$ cat src/rtl/fp_normalize_pipe_pkg.sv
// Shared widths, constants and stage payload for the FP normalise pipe.
// Payload widths follow the package default configuration.
package fp_norm_pkg;

  localparam int FPN_EXP_W  = 8;
  localparam int FPN_FRAC_W = 23;
  localparam int FPN_GRS_W  = 4;

  function automatic int mant_w(
    input int frac_w,
    input int grs_w
  );
    return frac_w + grs_w + 2;
  endfunction

  function automatic int lz_w(input int m_w);
    return $clog2(m_w);
  endfunction

  localparam int FPN_MANT_W = mant_w(FPN_FRAC_W, FPN_GRS_W);
  localparam int FPN_LZ_W   = lz_w(FPN_MANT_W);
  localparam int FPN_XEXP_W = FPN_EXP_W + 2;

  localparam logic [FPN_EXP_W-1:0] EXP_ALL_ONES = '1;

  typedef struct packed {
    logic                  sign;
    logic                  zero;
    logic [FPN_LZ_W-1:0]   lz;
    logic [FPN_XEXP_W-1:0] exp;
    logic [FPN_MANT_W-1:0] mant;
  } norm_stage_t;

endpackage

$ cat src/rtl/fp_normalize_pipe_if.sv
// Valid/ready bus for fp_normalize_pipe: input beat and packed result.
interface fp_normalize_pipe_if #(
  parameter int EXP_W  = fp_norm_pkg::FPN_EXP_W,
  parameter int FRAC_W = fp_norm_pkg::FPN_FRAC_W,
  parameter int GRS_W  = fp_norm_pkg::FPN_GRS_W
);
  localparam int MANT_W = fp_norm_pkg::mant_w(FRAC_W, GRS_W);

  logic                    in_valid;
  logic                    in_ready;
  logic [MANT_W-1:0]       mantissa_in;
  logic [EXP_W-1:0]        exp_in;
  logic                    sign_in;
  logic                    out_valid;
  logic                    out_ready;
  logic [EXP_W+FRAC_W:0]   out_data;
  logic                    out_ovf;
  logic                    out_unf;
  logic                    out_inexact;

  modport master (
    output in_valid, mantissa_in, exp_in, sign_in,
    output out_ready,
    input  in_ready, out_valid, out_data,
    input  out_ovf, out_unf, out_inexact
  );

  modport slave (
    input  in_valid, mantissa_in, exp_in, sign_in,
    input  out_ready,
    output in_ready, out_valid, out_data,
    output out_ovf, out_unf, out_inexact
  );

endinterface

$ cat src/rtl/fp_normalize_pipe_lzc.sv
// fp_lzc: combinational leading-zero counter with all-zero flag.
module fp_lzc #(
  parameter int W  = 28,
  parameter int CW = $clog2(W + 1)
) (
  input  logic [W-1:0]  d,
  output logic [CW-1:0] count,
  output logic          all_zero
);

  always_comb begin
    count    = '0;
    all_zero = 1'b1;
    for (int i = W - 1; i >= 0; i--) begin
      if (all_zero) begin
        if (d[i]) all_zero = 1'b0;
        else      count    = count + CW'(1);
      end
    end
  end

endmodule

$ cat src/rtl/fp_normalize_pipe.sv
// Three-stage normalise/round/pack with valid/ready backpressure.
// Define FP_NORM_RNE_EN for round-to-nearest-even, else truncate.
module fp_normalize_pipe
  import fp_norm_pkg::*;
#(
  parameter int EXP_W  = FPN_EXP_W,
  parameter int FRAC_W = FPN_FRAC_W,
  parameter int GRS_W  = FPN_GRS_W
) (
  input logic          clk,
  input logic          rst_n,
  fp_normalize_pipe_if.slave bus
);

  localparam int MANT_W = mant_w(FRAC_W, GRS_W);
  localparam int LZ_W   = lz_w(MANT_W);
  localparam int XW     = EXP_W + 2;
  localparam int DW     = 1 + EXP_W + FRAC_W;

  localparam logic signed [XW-1:0] EXP_MAX =
    {2'b00, {EXP_W{1'b1}}};
  localparam logic signed [XW-1:0] EXP_ZERO = '0;

  logic        s1_valid, s2_valid, s3_valid;
  norm_stage_t s1_q, s2_q, s1_d, s2_d;

  logic s3_free, s2_adv, s2_free;
  logic s1_adv, s1_free;

  assign s3_free = !s3_valid || bus.out_ready;
  assign s2_adv  = s2_valid && s3_free;
  assign s2_free = !s2_valid || s2_adv;
  assign s1_adv  = s1_valid && s2_free;
  assign s1_free = !s1_valid || s1_adv;

  assign bus.in_ready = s1_free;

  logic [LZ_W-1:0] lz_in;
  logic            lz_zero;

  fp_lzc #(
    .W  (MANT_W - 1),
    .CW (LZ_W)
  ) u_lzc (
    .d        (bus.mantissa_in[MANT_W-2:0]),
    .count    (lz_in),
    .all_zero (lz_zero)
  );

  always_comb begin
    s1_d      = '0;
    s1_d.sign = bus.sign_in;
    s1_d.zero = lz_zero && !bus.mantissa_in[MANT_W-1];
    s1_d.lz   = lz_in;
    s1_d.exp  = {2'b00, bus.exp_in};
    s1_d.mant = bus.mantissa_in;
  end

  always_ff @(posedge clk or negedge rst_n) begin
    if (!rst_n) begin
      s1_valid <= 1'b0;
      s1_q     <= '0;
    end else begin
      if (s1_free) s1_valid <= bus.in_valid;
      if (s1_free && bus.in_valid) s1_q <= s1_d;
    end
  end

  // overflow bit: shift right, folding the lost bit into sticky
  always_comb begin
    s2_d = s1_q;
    if (s1_q.zero) begin
      s2_d.mant = '0;
      s2_d.exp  = '0;
    end else if (s1_q.mant[MANT_W-1]) begin
      s2_d.mant = {1'b0, s1_q.mant[MANT_W-1:2],
                   |s1_q.mant[1:0]};
      s2_d.exp  = s1_q.exp + XW'(1);
    end else begin
      s2_d.mant = s1_q.mant << s1_q.lz;
      s2_d.exp  = s1_q.exp - XW'(s1_q.lz);
    end
  end

  always_ff @(posedge clk or negedge rst_n) begin
    if (!rst_n) begin
      s2_valid <= 1'b0;
      s2_q     <= '0;
    end else begin
      if (s2_free) s2_valid <= s1_valid;
      if (s1_adv) s2_q <= s2_d;
    end
  end

  logic                   hid, guard, sticky, inc;
  logic [FRAC_W-1:0]      frac, frac_r;
  logic [GRS_W-1:0]       grs;
  logic [FRAC_W+1:0]      sig_r;
  logic signed [XW-1:0]   exp_r;
  logic [DW-1:0]          d_data;
  logic                   d_ovf, d_unf, d_inx;

  always_comb begin
    hid    = s2_q.mant[MANT_W-2];
    frac   = s2_q.mant[MANT_W-3 -: FRAC_W];
    grs    = s2_q.mant[GRS_W-1:0];
    guard  = grs[GRS_W-1];
    sticky = |grs[GRS_W-2:0];
`ifdef FP_NORM_RNE_EN
    inc    = guard && (sticky || frac[0]);
`else
    inc    = 1'b0;
`endif
    sig_r  = {1'b0, hid, frac}
           + {{(FRAC_W+1){1'b0}}, inc};
    exp_r  = $signed(s2_q.exp);
    frac_r = sig_r[FRAC_W-1:0];
    if (sig_r[FRAC_W+1]) begin
      exp_r  = exp_r + XW'(1);
      frac_r = '0;
    end
    d_data = '0;
    d_ovf  = 1'b0;
    d_unf  = 1'b0;
    d_inx  = 1'b0;
    if (s2_q.zero) begin
      d_data = {s2_q.sign, {(DW-1){1'b0}}};
    end else begin
      d_inx = guard || sticky;
      if (exp_r <= EXP_ZERO) begin
        d_unf  = 1'b1;
        d_data = {s2_q.sign, {(DW-1){1'b0}}};
      end else if (exp_r >= EXP_MAX) begin
        d_ovf  = 1'b1;
        d_data = {s2_q.sign, {EXP_W{1'b1}},
                  {FRAC_W{1'b0}}};
      end else begin
        d_data = {s2_q.sign, exp_r[EXP_W-1:0], frac_r};
      end
    end
  end

  logic          unused_bits;
  assign unused_bits = ^{s2_q.lz, s2_q.mant[MANT_W-1],
                         sig_r[FRAC_W]};

  logic [DW-1:0] out_q;
  logic          ovf_q, unf_q, inx_q;

  always_ff @(posedge clk or negedge rst_n) begin
    if (!rst_n) begin
      s3_valid <= 1'b0;
      out_q    <= '0;
      ovf_q    <= 1'b0;
      unf_q    <= 1'b0;
      inx_q    <= 1'b0;
    end else begin
      if (s3_free) s3_valid <= s2_valid;
      if (s2_adv) begin
        out_q <= d_data;
        ovf_q <= d_ovf;
        unf_q <= d_unf;
        inx_q <= d_inx;
      end
    end
  end

  assign bus.out_valid   = s3_valid;
  assign bus.out_data    = out_q;
  assign bus.out_ovf     = ovf_q;
  assign bus.out_unf     = unf_q;
  assign bus.out_inexact = inx_q;

endmodule

$ cat src/flat_wrapper.sv
// flat-port wrapper written by rule: the top's interface ports become plain ports
module fp_normalize_pipe_flat import fp_norm_pkg::*;
#(
  parameter int EXP_W  = FPN_EXP_W,
  parameter int FRAC_W = FPN_FRAC_W,
  parameter int GRS_W  = FPN_GRS_W
)
  (clk, rst_n, bus_in_valid, bus_mantissa_in, bus_exp_in, bus_sign_in, bus_out_ready, bus_in_ready, bus_out_valid, bus_out_data, bus_out_ovf, bus_out_unf, bus_out_inexact);
  fp_normalize_pipe_if #(.EXP_W(EXP_W), .FRAC_W(FRAC_W), .GRS_W(GRS_W)) bus_i ();
  input logic clk;
  input logic rst_n;
  input wire logic [$bits(bus_i.in_valid)-1:0] bus_in_valid;
  input wire logic [$bits(bus_i.mantissa_in)-1:0] bus_mantissa_in;
  input wire logic [$bits(bus_i.exp_in)-1:0] bus_exp_in;
  input wire logic [$bits(bus_i.sign_in)-1:0] bus_sign_in;
  input wire logic [$bits(bus_i.out_ready)-1:0] bus_out_ready;
  output wire logic [$bits(bus_i.in_ready)-1:0] bus_in_ready;
  output wire logic [$bits(bus_i.out_valid)-1:0] bus_out_valid;
  output wire logic [$bits(bus_i.out_data)-1:0] bus_out_data;
  output wire logic [$bits(bus_i.out_ovf)-1:0] bus_out_ovf;
  output wire logic [$bits(bus_i.out_unf)-1:0] bus_out_unf;
  output wire logic [$bits(bus_i.out_inexact)-1:0] bus_out_inexact;
  assign bus_i.in_valid = bus_in_valid;
  assign bus_i.mantissa_in = bus_mantissa_in;
  assign bus_i.exp_in = bus_exp_in;
  assign bus_i.sign_in = bus_sign_in;
  assign bus_i.out_ready = bus_out_ready;
  assign bus_in_ready = bus_i.in_ready;
  assign bus_out_valid = bus_i.out_valid;
  assign bus_out_data = bus_i.out_data;
  assign bus_out_ovf = bus_i.out_ovf;
  assign bus_out_unf = bus_i.out_unf;
  assign bus_out_inexact = bus_i.out_inexact;
  fp_normalize_pipe #(.EXP_W(EXP_W), .FRAC_W(FRAC_W), .GRS_W(GRS_W)) u_core (.clk(clk), .rst_n(rst_n), .bus(bus_i));
endmodule
$ cat config.mk
export PLATFORM = sky130hd
export DESIGN_NAME = fp_normalize_pipe_flat
export DESIGN_NICKNAME = d
export VERILOG_FILES = /design/src/rtl/fp_normalize_pipe_pkg.sv /design/src/rtl/fp_normalize_pipe_if.sv /design/src/rtl/fp_normalize_pipe_lzc.sv /design/src/rtl/fp_normalize_pipe.sv /design/src/flat_wrapper.sv
export SDC_FILE = /design/constraint.sdc
export NUM_CORES = 1
export LEC_CHECK = 0
export ABC_AREA = 1
export BUFFER_PORTS_ARGS = -buffer_cell sky130_fd_sc_hd__buf_2
export CORE_MARGIN = 4
export CORE_UTILIZATION = 54
export CTS_CLUSTER_DIAMETER = 40
export DETAILED_ROUTE_END_ITERATION = 6
export MAX_ROUTING_LAYER = met4
export PLACE_DENSITY = 0.79
export SETUP_SLACK_MARGIN = 0.4
export SLEW_MARGIN = 25
export SYNTH_ARGS = -nofsm -noshare
export SYNTH_HDL_FRONTEND = slang
export SYNTH_SLANG_ARGS = --single-unit
$ cat constraint.sdc
create_clock -name clk -period 2.96 [get_ports clk]
set_input_delay 0.592 -clock clk [delete_from_list [all_inputs] [get_ports clk]]
set_output_delay 0.592 -clock clk [all_outputs]
set_load 0.1 [all_outputs]
==> metrics.txt, run 1 <==
simple logic cell fraction of the synthesized area 31.4%; initial antenna violation count 0; Clock Sinks 121; Initial DRC Count 665; Ys Warns 0; Port-buffer cells 78; die width 136 um; max cap viols 0; critical path capture point type flop; Vias 9740; standard-cell rows 46; Antenna diodes 0; total grt overflow 0; Die Ht ~140 um; Flop pwr share 29.6%; gr usage total 27.9%; CP max stage cell ha_4; ANT nets after route 0; slew at the pin closest to its max-slew limit between 0.7 and 0.8 ns; sequential area share after synthesis 34.4%; Clock transition at path regs 0.06 ns; Clock H-tree levels 4; critical path class primary input to flop; Initial Util 55.2%; IO Pins 79; clock root buffer clkbuf_16; multiplexer area fraction after synthesis 1.82%; Nets 1632; combinational family with the most area after synthesis simple AND/OR/NAND/NOR gates; WP data required 3.25 ns; Layout Skew 0.00846 ns; CTS Buffer Depth 2; internal power ~4.5 mW; CTS tree built; Placement Setup Slack -7.50 ns; RePlAce Congestion between 0.9 and 1; Final Hold Fails 0; Synth Area in Adders 4.49%; syn_nets roughly 1300; Core Area 0.0159 mm^2; Fmax achieved approximately 96 MHz; Clk network pwr share 24.4%; Max-Slew Margin vs Limit 51.6%; final slew viol count 0; first-pass GRT wire length between 40 and 50 mm; fin crit period 10.46 ns; DRT Wirelength 27.0 mm; Routed wire per std cell 15.1 um; largest net degree at the start of global routing 87; #FFs+latches synth roughly 120; Final setup viols 6; failing checks negative setup slack; vias in the first global route 8968; unrepaired setup endpoints after global routing yes; CP max FO 4; Hold Buf Count CTS 0; via/cell ratio between 5 and 6; Psw 4.04 mW; Worst Hold Class primary input to asynchronous set/reset pin; die area 0.0184 mm^2; Post-Synth XOR/XNOR Area under 10%; average cell area after synthesis 6.90 um^2; sw frac 47.5%; Pleak around 6.4 nW; status finished with violations; area grow syn2layout 39.5%; most frequent CP cell nand2_1; Fillers approximately 1100; Setup crit start kind primary input; Critical Path AT roughly 11 ns; post-synthesis compound-gate area fraction 17.4%; PD cells approximately 690 mW/mm^2; clk_lat worst skew around 0.4 ns; setup tns final -36.17 ns; Comb pwr share between 40% and 50%; Final period util 353%; DRT Pass-1 Iters 6; DP HPWL between 15 and 20 mm; Post-Syn Instances 1276; Synth Flop Type dfrtp_1; Yosys cell types 46; critical path's largest stage delay 0.30 ns; cell area after synthesis 0.00880 mm^2; Post-synth ARST share between 90% and 100%; Num CTS Buffers 17; number of flops mapped to enable cells by yosys 0; # DRC 0; fraction of layout cells with a size suffix above 1 30.0%; slack of the critical path -7.50 ns; Peak VDD IR 0.836 mV
-- state kept, by name, indices dropped and copies added, names as in the netlist, 4 cells and up --
register / count
u_core.bus.out_data: 32
u_core.frac: 23
u_core.grs: 4
u_core.s1_q: 44
u_core.s2_q: 12
-- per-layer routing --
metal  routed length, um  share of wire, %  global-route usage [%]
met3                1580               5.8                    4.42
met4                 816               3.0                    7.28
met2               13600                50                    48.1
met1               11000                41                    34.2
met5                   0                 0                       -
-- synthesized netlist by cell type, types with 9 or more instances --
cell type	number	area (um^2)
a21oi_1	33	165
clkbuf_1	39	146
clkinv_1	9	33.8
dfrtp_1	121	3030
ha_1	30	375
inv_1	136	510
inv_2	12	45.0
mux2i_1	16	160
nand2_1	403	1510
nand3_1	64	320
nand4_1	12	75.1
nor2_1	82	308
nor2_4	9	101
nor2_8	10	200
nor3_1	14	70.1
o21ai_0	163	816
o22ai_1	14	87.6
o31ai_1	16	120
xor2_1	11	96.3
-- worst paths after layout --
check | slack (ns) | endpoint | from | depth (start not counted)
min in group clk | 0.37 | u_core.s1_q[34] | bus_exp_in[5] | 3
max | -7.50 | u_core.s1_q[41] | bus_mantissa_in[26] | 87
max in group asynchronous | 2.38 | u_core.bus.out_valid | rst_n | 2
min | 0.21 | u_core.s1_q[25] | rst_n | 2
min reg2reg | 0.48 | u_core.bus.out_data[31] | u_core.s2_q[45] | 2
max reg2reg | 0.66 | u_core.frac[14] | u_core.s1_q[39] | 9
-- power groups by stage --
stage / Sequential [mW] / Clock (mW) / Combinational, mW
2_1_floorplan: 4.00 / 0 / 1.37
3_3_place_gp: 2.49 / 0 / 3.66
3_5_place_dp: 2.52 / 0 / 3.73
4_1_cts: 2.51 / 2.09 / 3.82
5_1_grt: 2.57 / 2.18 / 4.22
6_report: 2.52 / 2.08 / 3.92
-- critical path, delay by kind of cell --
| kind | cells | cell delay [ns] |
|---|---|---|
| simple gates | 35 | 3.01 |
| fa+ha+maj | 12 | 2.96 |
| buf+inv | 22 | 2.12 |
| compound gates | 15 | 1.48 |
| xor+xnor | 3 | 0.52 |
-- layout by cell type, fill, tap and decap left out, types with 9 or more instances in the layout --
cell,n
nor2_4,12
mux2i_1,16
buf_4,198
xor2_1,9
buf_2,76
nor3_1,9
a21oi_1,25
dfrtp_1,120
inv_1,128
buf_6,32
nand4_1,12
inv_2,16
nand2_1,385
ha_1,18
o22ai_1,13
nor2_1,73
nor2_8,10
o31ai_1,16
nand2_2,20
o21ai_0,145
nand3_1,61
ha_4,12
o21ai_1,11
clkbuf_16,17
-- through the flow --
| step | total power [mW] | cells | hold WS [ns] | utilization, % | area (um^2) |
|---|---|---|---|---|---|
| 5_1_grt | 8.97 | 1788 | 0.263 | 77.0 | 12300 |
| 3_5_place_dp | 6.25 | 1688 | 0.458 | 66.8 | 10700 |
| 3_3_place_gp | 6.16 | 1688 | 0.454 | 66.8 | 10700 |
| 4_1_cts | 8.42 | 1775 | 0.238 | 74.1 | 11800 |
| 6_report | 8.52 | 1788 | 0.213 | 77.0 | 12300 |
| 2_1_floorplan | 5.37 | 1276 | 0.296 | - | 8900 |
-- kinds of logic (layout without fill, tap and decap cells) --
logic type	count (synthesis)	count (layout)
adders and majority gates	31	31
DFF	121	121
muxes	16	16
buffers and inverters	207	503
and+or+nand+nor	617	617
xor gates and xnor gates	15	15
AOI/OAI and AO/OA	269	269
-- area by class of cell --
type | count | area, um^2 | area share [%]
multi-input combinational | 948 | 5440 | 44.3
sequential | 121 | 3030 | 24.7
timing repair buffer | 310 | 2310 | 18.8
inverter | 161 | 639 | 5.21
clock buffer | 20 | 447 | 3.64
tap | 216 | 270 | 2.20
clock inverter | 12 | 149 | 1.21
-- timing repair --
action,in CTS,in global routing
setup endpoints to repair,6,6
setup buffers,55,13
pin swaps,61,80
resized for setup,37,90
Note: power is estimated with default switching activity, not from simulation.
==> run 2, diff against run 1 <==
--- a/config.mk
+++ b/config.mk
@@ -5,7 +5,6 @@
 export SDC_FILE = /design/constraint.sdc
 export NUM_CORES = 1
 export LEC_CHECK = 0
-export ABC_AREA = 1
 export BUFFER_PORTS_ARGS = -buffer_cell sky130_fd_sc_hd__buf_2
 export CORE_MARGIN = 4
 export CORE_UTILIZATION = 54
==> metrics.txt, run 2 <==
status finished with violations; failing checks negative setup slack; total grt overflow 0 (unchanged); # DRC 0 (unchanged); Area contributors post-synth dfrtp_1 33%, o21ai_0 5.9%, nand2_1 5.8%; DRT Wirelength 27.9 mm (+3.3%); most frequent CP cell ha_1; ANT nets after route 0 (unchanged); Max-Slew Margin vs Limit 53.4% (+1.8 points); clock root buffer clkbuf_16; Initial Util 54.7% (-0.51 points); Layout Cells excl Fill 1584 (-11%); CP delay by family, top compound AO/OA/AOI/OAI gates; Initial DRC Count 649 (-2.4%); final slew viol count 0 (unchanged); area grow syn2layout 39.7%; Clock H-tree levels 4 (unchanged); via/cell ratio 5.98 (+9.7%); Nets 1423 (-13%); PD cells 628 mW/mm^2 (-9.5%); first-pass GRT wire length 43.8 mm (+6.2%); Vias 9465 (-2.8%); CP Depth 66 (-24%); critical path's largest stage delay 0.51 ns (+0.21 ns); commonest non-fill, non-tap cells in the layout 226 x buf_4, 134 x nand2_1, 119 x dfrtp_1; initial antenna violation count 1 (+1); average cell area after synthesis 8.56 um^2 (+24%); Critical R2R Launch u_core.s1_q[39]; gr usage total 29.5% (+1.7 points); Final period util 405% (+52 points); CTS Buffer Depth 2 (unchanged); CP Capture Point u_core.s1_q[43]; Synth Flop Type dfrtp_1; standard-cell rows 47 (+2.2%); Routed wire per std cell 17.6 um (+17%); Post-synth top cells 140 x nand2_1, 121 x dfrtp_1, 107 x o21ai_0; Setup crit start kind primary input; vias in the first global route 9112 (+1.6%); Post-synth ARST share 100% (unchanged); Fmax achieved 83.4 MHz (-13%); #FFs+latches synth 121 (unchanged); Worst Hold Class primary input to asynchronous set/reset pin; RePlAce Congestion 0.996 (+6.7%); die width 137 um (+1.3%); max cap viols 0 (unchanged); commonest non-fill, non-tap cell in the layout buf_4; Clock transition at path regs 0.06 ns (about the same); Placement Setup Slack -9.50 ns (-1.99 ns); unrepaired setup endpoints after global routing yes; critical path class primary input to flop; Peak VDD IR 0.671 mV (-20%); sequential area share after synthesis 33.5% (-0.90 points); Num CTS Buffers 17 (unchanged); Clock Sinks 121 (unchanged); Die Ht 137 um (+1.3%); Pleak 6.00 nW (-6.5%); number of flops mapped to enable cells by yosys 0 (unchanged); slew at the pin closest to its max-slew limit 0.698 ns (-0.0264 ns); Fillers 1083 (-4.5%); Crit. Startpoint bus_mantissa_in[26]; Yosys cell types 76 (+65%); Worst R2R End u_core.frac[20]; cell area after synthesis 0.00904 mm^2 (+2.7%); max FFs per register 44 (unchanged); Core Area 0.0165 mm^2 (+3.6%); DRT Pass-1 Iters 6 (unchanged); DP HPWL 19.0 mm (+11%); CP max FO 4 (unchanged); Port-buffer cells 78 (unchanged); syn_nets 1129 (-16%); fraction of layout cells with a size suffix above 1 35.7% (+5.6 points); critical path capture point type flop; Inst Count DP 1498 (-11%); worst path bufs/invs 3 (-86%); slack of the critical path -9.03 ns (-1.53 ns); fin crit period 11.99 ns (+1.53 ns); clk_lat worst skew 0.42 ns (about the same); Final setup viols 6 (unchanged); worst reg-to-reg setup slack 0.60 ns (-0.06 ns); largest net degree at the start of global routing 64 (-26%); WP data required 3.30 ns (+0.05 ns); CP max stage cell or4_4; IO Pins 79 (unchanged); Post-Syn Instances 1056 (-17%); count leader, synth nand2_1; Synth area leader dfrtp_1; Final Hold Fails 0 (unchanged); post-synth top area share 33.5% (-0.90 points); die area 0.0189 mm^2 (+2.5%); cell count of the worst reg-to-reg path 8 (-1); CTS tree built; Critical Path AT 12.33 ns (+1.58 ns); Ys Warns 0 (unchanged); largest register by flop count u_core.s1_q; Layout Skew 0.00958 ns (+0.00112 ns)
run 2: changes by cell type in the layout (fill, tap and decap cells not counted), sizes merged, moves of 15 or more:
cell    change
nand2     -271
o21ai      -57
a22o       +15
buf        +25
xnor2      +28
inv       -116
nor2b      +24
mux2i      +27
a21oi      +23
a211oi     +20
nand3      -53
a21o       +15
mux2       +40
run 2: final cells by class:
class,instances,area (um^2),area share [%]
antenna,1,2.50,0.0198
clock buffer,19,453,3.59
clock inverter,13,190,1.51
inverter,36,140,1.11
multi-input combinational,839,6030,47.7
sequential,121,3030,24.0
tap,220,275,2.18
timing repair buffer,335,2510,19.9
run 2: worst min path at each step:
stage | to | slack [ns] | start | cells after the start
4_1_cts | u_core.bus.out_data[30] | 0.14 | rst_n | 1
3_3_place_gp | u_core.bus.out_data[25] | 0.46 | u_core.bus.out_data[25] | 2
2_1_floorplan | u_core.bus.out_data[0] | 0.30 | rst_n | 0
5_1_grt | u_core.bus.out_data[30] | 0.17 | rst_n | 1
3_5_place_dp | u_core.bus.out_data[25] | 0.47 | u_core.bus.out_data[25] | 2
6_report | u_core.bus.out_data[30] | 0.13 | rst_n | 1
run 2: logic make-up (layout without fill, tap and decap cells):
kind of cell / after synthesis / count (layout) / synth area share (%)
other cells: 0 / 1 / 0
xor+xnor: 54 / 54 / 6.39
mux: 89 / 89 / 11.2
compound gates: 301 / 301 / 21.4
fa+ha+maj: 34 / 34 / 4.70
flops: 121 / 121 / 33.5
buf+inv: 96 / 403 / 4.11
simple gates: 361 / 361 / 18.6
run 2: metal layers:
metal / GRT usage (%) / wire length [um]
met1: 34.8 / 11000
met2: 50.6 / 14000
met3: 4.42 / 1680
met4: 12.1 / 1200
met5: - / 0
run 2: where the power goes:
group / internal (mW) / switching, mW / total, mW / leakage (nW)
clock network: 1.46 / 0.765 / 2.22 / 0.314
registers: 2.06 / 0.356 / 2.41 / 1.50
logic: 0.985 / 2.31 / 3.29 / 4.19
total: 4.50 / 3.43 / 7.93 / 6.00
run 2: what timing repair did:
item / in CTS / in global routing
hold buffers: 0 / 0
gates resized for setup: 54 / 44
endpoints found under the setup margin: 6 / 11
pin swaps: 51 / 27
buffers inserted: 26 / 27
run 2: through the flow:
stage                     setup TNS (ns)  area [um^2]  power [mW]  hold WS, ns  utilization [%]
after floorplan                   -35.91         9210        4.73        0.296                -
after global placement            -38.59        11200        5.46        0.459             67.6
after detailed placement          -40.35        11200        5.55        0.469             67.6
after CTS                         -36.12        12200        7.86        0.144             74.1
after global routing              -43.65        12600        8.30        0.169             76.4
final                             -41.02        12600        7.93        0.134             76.4
==> run 3, diff against run 2 <==
--- a/config.mk
+++ b/config.mk
@@ -16,4 +16,5 @@
 export SLEW_MARGIN = 25
 export SYNTH_ARGS = -nofsm -noshare
 export SYNTH_HDL_FRONTEND = slang
+export SYNTH_HIERARCHICAL = 1
 export SYNTH_SLANG_ARGS = --single-unit
==> metrics.txt, run 3 <==
vias in the first global route 9412 (+3.3%); Layout Skew 0.00589 ns (-0.00369 ns); area grow syn2layout 36.8%; number of flops mapped to enable cells by yosys 0 (unchanged); Critical Path AT 12.76 ns (+0.43 ns); critical path class primary input to flop; Worst Hold Class primary input to asynchronous set/reset pin; commonest non-fill, non-tap cell in the layout buf_4; fin crit period 12.45 ns (+0.463 ns); Layout Cells excl Fill 1599 (+0.95%); critical path capture point type flop; Die Ht 140 um (+2.0%); DRT Wirelength 29.0 mm (+4.0%); Initial DRC Count 1021 (+57%); Vias 9767 (+3.2%); Max-Slew Margin vs Limit 32.0% (-21 points); die width 140 um (+2.0%); Final Hold Fails 0 (unchanged); Post-Syn Instances 1066 (+0.95%); Clock H-tree levels 4 (unchanged); Hold Buf Count CTS 0 (unchanged); Synth Flop Type dfrtp_1; unrepaired setup endpoints after global routing yes; sequential area share after synthesis 32.1% (-1.4 points); max FFs per register 44 (unchanged); Synth area leader dfrtp_1; status finished with violations; critical path's largest stage delay 0.49 ns (-0.02 ns); Finished Core Util 75.1% (-1.3 points); Fmax achieved 80.3 MHz (-3.7%); slack of the critical path -9.49 ns (-0.463 ns); first-pass GRT wire length 46.8 mm (+6.9%); Initial Util 54.9% (+0.14 points); clk_lat worst skew 0.42 ns (about the same); final slew viol count 0 (unchanged); RePlAce Congestion 1.04 (+4.1%); Clock Sinks 121 (unchanged); commonest non-fill, non-tap cells in the layout 234 x buf_4, 120 x dfrtp_1, 114 x nand2_1; Port-buffer cells 78 (unchanged); CTS Buffer Depth 2 (unchanged); Inst Count DP 1529 (+2.1%); Clock transition at path regs 0.06 ns (about the same); Nets 1434 (+0.77%); Post-synth ARST share 100% (unchanged); Pleak 5.89 nW (-1.8%); PD cells 614 mW/mm^2 (-2.2%); Final setup viols 5 (-1); post-synth top area share 32.1% (-1.4 points); most frequent CP cell ha_4; #FFs+latches synth 121 (unchanged); standard-cell rows 48 (+2.1%); largest register by flop count u_core/s1_q; placed instance area 0.0117 mm^2 (+4.8%); clock root buffer clkbuf_16; CP delay by family, top compound AO/OA/AOI/OAI gates; CP max FO 4 (unchanged); Peak VDD IR 0.740 mV (+10%); gr usage total 29.5% (-0.034 points); Core Area 0.0172 mm^2 (+3.9%); initial antenna violation count 0 (-1); ANT nets after route 0 (unchanged); worst path bufs/invs 3 (unchanged); Area contributors post-synth dfrtp_1 32%, mux2_2 7.6%, mux2i_1 4.8%; DP HPWL 20.4 mm (+7.8%); Yosys cell types 92 (+21%); Final period util 421% (+16 points); average cell area after synthesis 8.84 um^2 (+3.2%); Antenna diodes 0 (-1); die area 0.0196 mm^2 (+4.0%); CP max stage cell or4b_4; DRT Pass-1 Iters 6 (unchanged); slew at the pin closest to its max-slew limit 1.01 ns (+0.314 ns); # DRC 0 (unchanged); Num CTS Buffers 17 (unchanged); syn_nets 1139 (+0.89%); count leader, synth dfrtp_1; total grt overflow 0 (unchanged); Post-synth top cells 121 x dfrtp_1, 120 x nand2_1, 98 x nor2_1; largest net degree at the start of global routing 73 (+14%); via/cell ratio 6.11 (+2.2%); fraction of layout cells with a size suffix above 1 37.5% (+1.8 points); Routed wire per std cell 18.1 um (+3.0%); Setup crit start kind primary input; Placement Setup Slack -9.99 ns (-0.495 ns); Ys Warns 6 (+6); IO Pins 79 (unchanged); Post-Layout Inst Area 0.0129 mm^2 (+2.1%); CTS tree built; WP data required 3.26 ns (-0.04 ns); max cap viols 0 (unchanged); failing checks negative setup slack; cell area after synthesis 0.00942 mm^2 (+4.2%)
## run 3: changes by cell type in the layout (fill, tap and decap cells not counted), moves of 9 or more
cell | previous run | this run
nor2_1 | 86 | 95
a211oi_1 | 16 | 3
o21ai_0 | 91 | 54
nand2_1 | 134 | 114
mux2_2 | 36 | 60
buf_6 | 32 | 16
nand4_1 | 6 | 17
## run 3: area by class of cell
cell class	instances	area, um^2
clock buffers	17	425
clock inverters	15	190
fillers	1165	4280
inverters	28	110
multi-input cells	864	6460
flip-flops and latches	121	3030
well taps	225	282
repair buffers	329	2400
## run 3: stage by stage
step                hold WS [ns]  TNS [ns]  power, mW
global route               0.238    -40.00       8.25
detailed placement         0.465    -39.50       5.62
global placement           0.457    -37.05       5.54
finish                     0.191    -37.60       7.92
floorplan                  0.296    -42.09       4.81
CTS                        0.211    -36.20       7.84
## run 3: final timing paths
check                                         from                 endpoint  slack (ns)  cells past startpoint
max in group asynchronous                    rst_n          u_core/s1_q[22]        1.98                      2
setup / recovery               bus_mantissa_in[26]          u_core/s1_q[43]       -9.49                     72
hold reg to reg            u_core/bus.out_data[24]  u_core/bus.out_data[24]        0.47                      2
setup reg to reg                   u_core/s1_q[42]          u_core/frac[15]        0.56                      4
min in group clk                     bus_exp_in[6]          u_core/s1_q[35]        0.40                      2
hold / removal                               rst_n  u_core/bus.out_data[28]        0.19                      1
## run 3: metal layers
metal,track usage (%),routed length [um]
met5,-,0
met4,8.16,864
met3,4.27,1860
met2,49.3,14200
met1,37.7,12100
## run 3: timing repair
item,CTS,global route
gates resized for setup,33,30
endpoints found under the setup margin,6,6
pin swaps,43,29
buffers inserted,30,8
## run 3: logic make-up after synthesis
kind of cell,share of synthesized area [%]
muxes,14.1
and+or+nand+nor,20.6
AOI/OAI and AO/OA,19.4
adders and majority gates,4.51
DFF,32.1
buffers and inverters,3.78
xor gates and xnor gates,5.42
## run 3: where the power goes
| part | internal, mW | switching (mW) |
|---|---|---|
| sequential | 2.05 | 0.332 |
| combinational | 1.04 | 2.35 |
| clock | 1.34 | 0.800 |
| total | 4.43 | 3.49 |
## run 3: worst reg2reg max path: stages (launching register included)
cell and delay [ns]:
dfrtp_1 0.65, inv_2 0.23, nor3_1 0.82, o21ai_0 0.33
a31oi_1 0.29
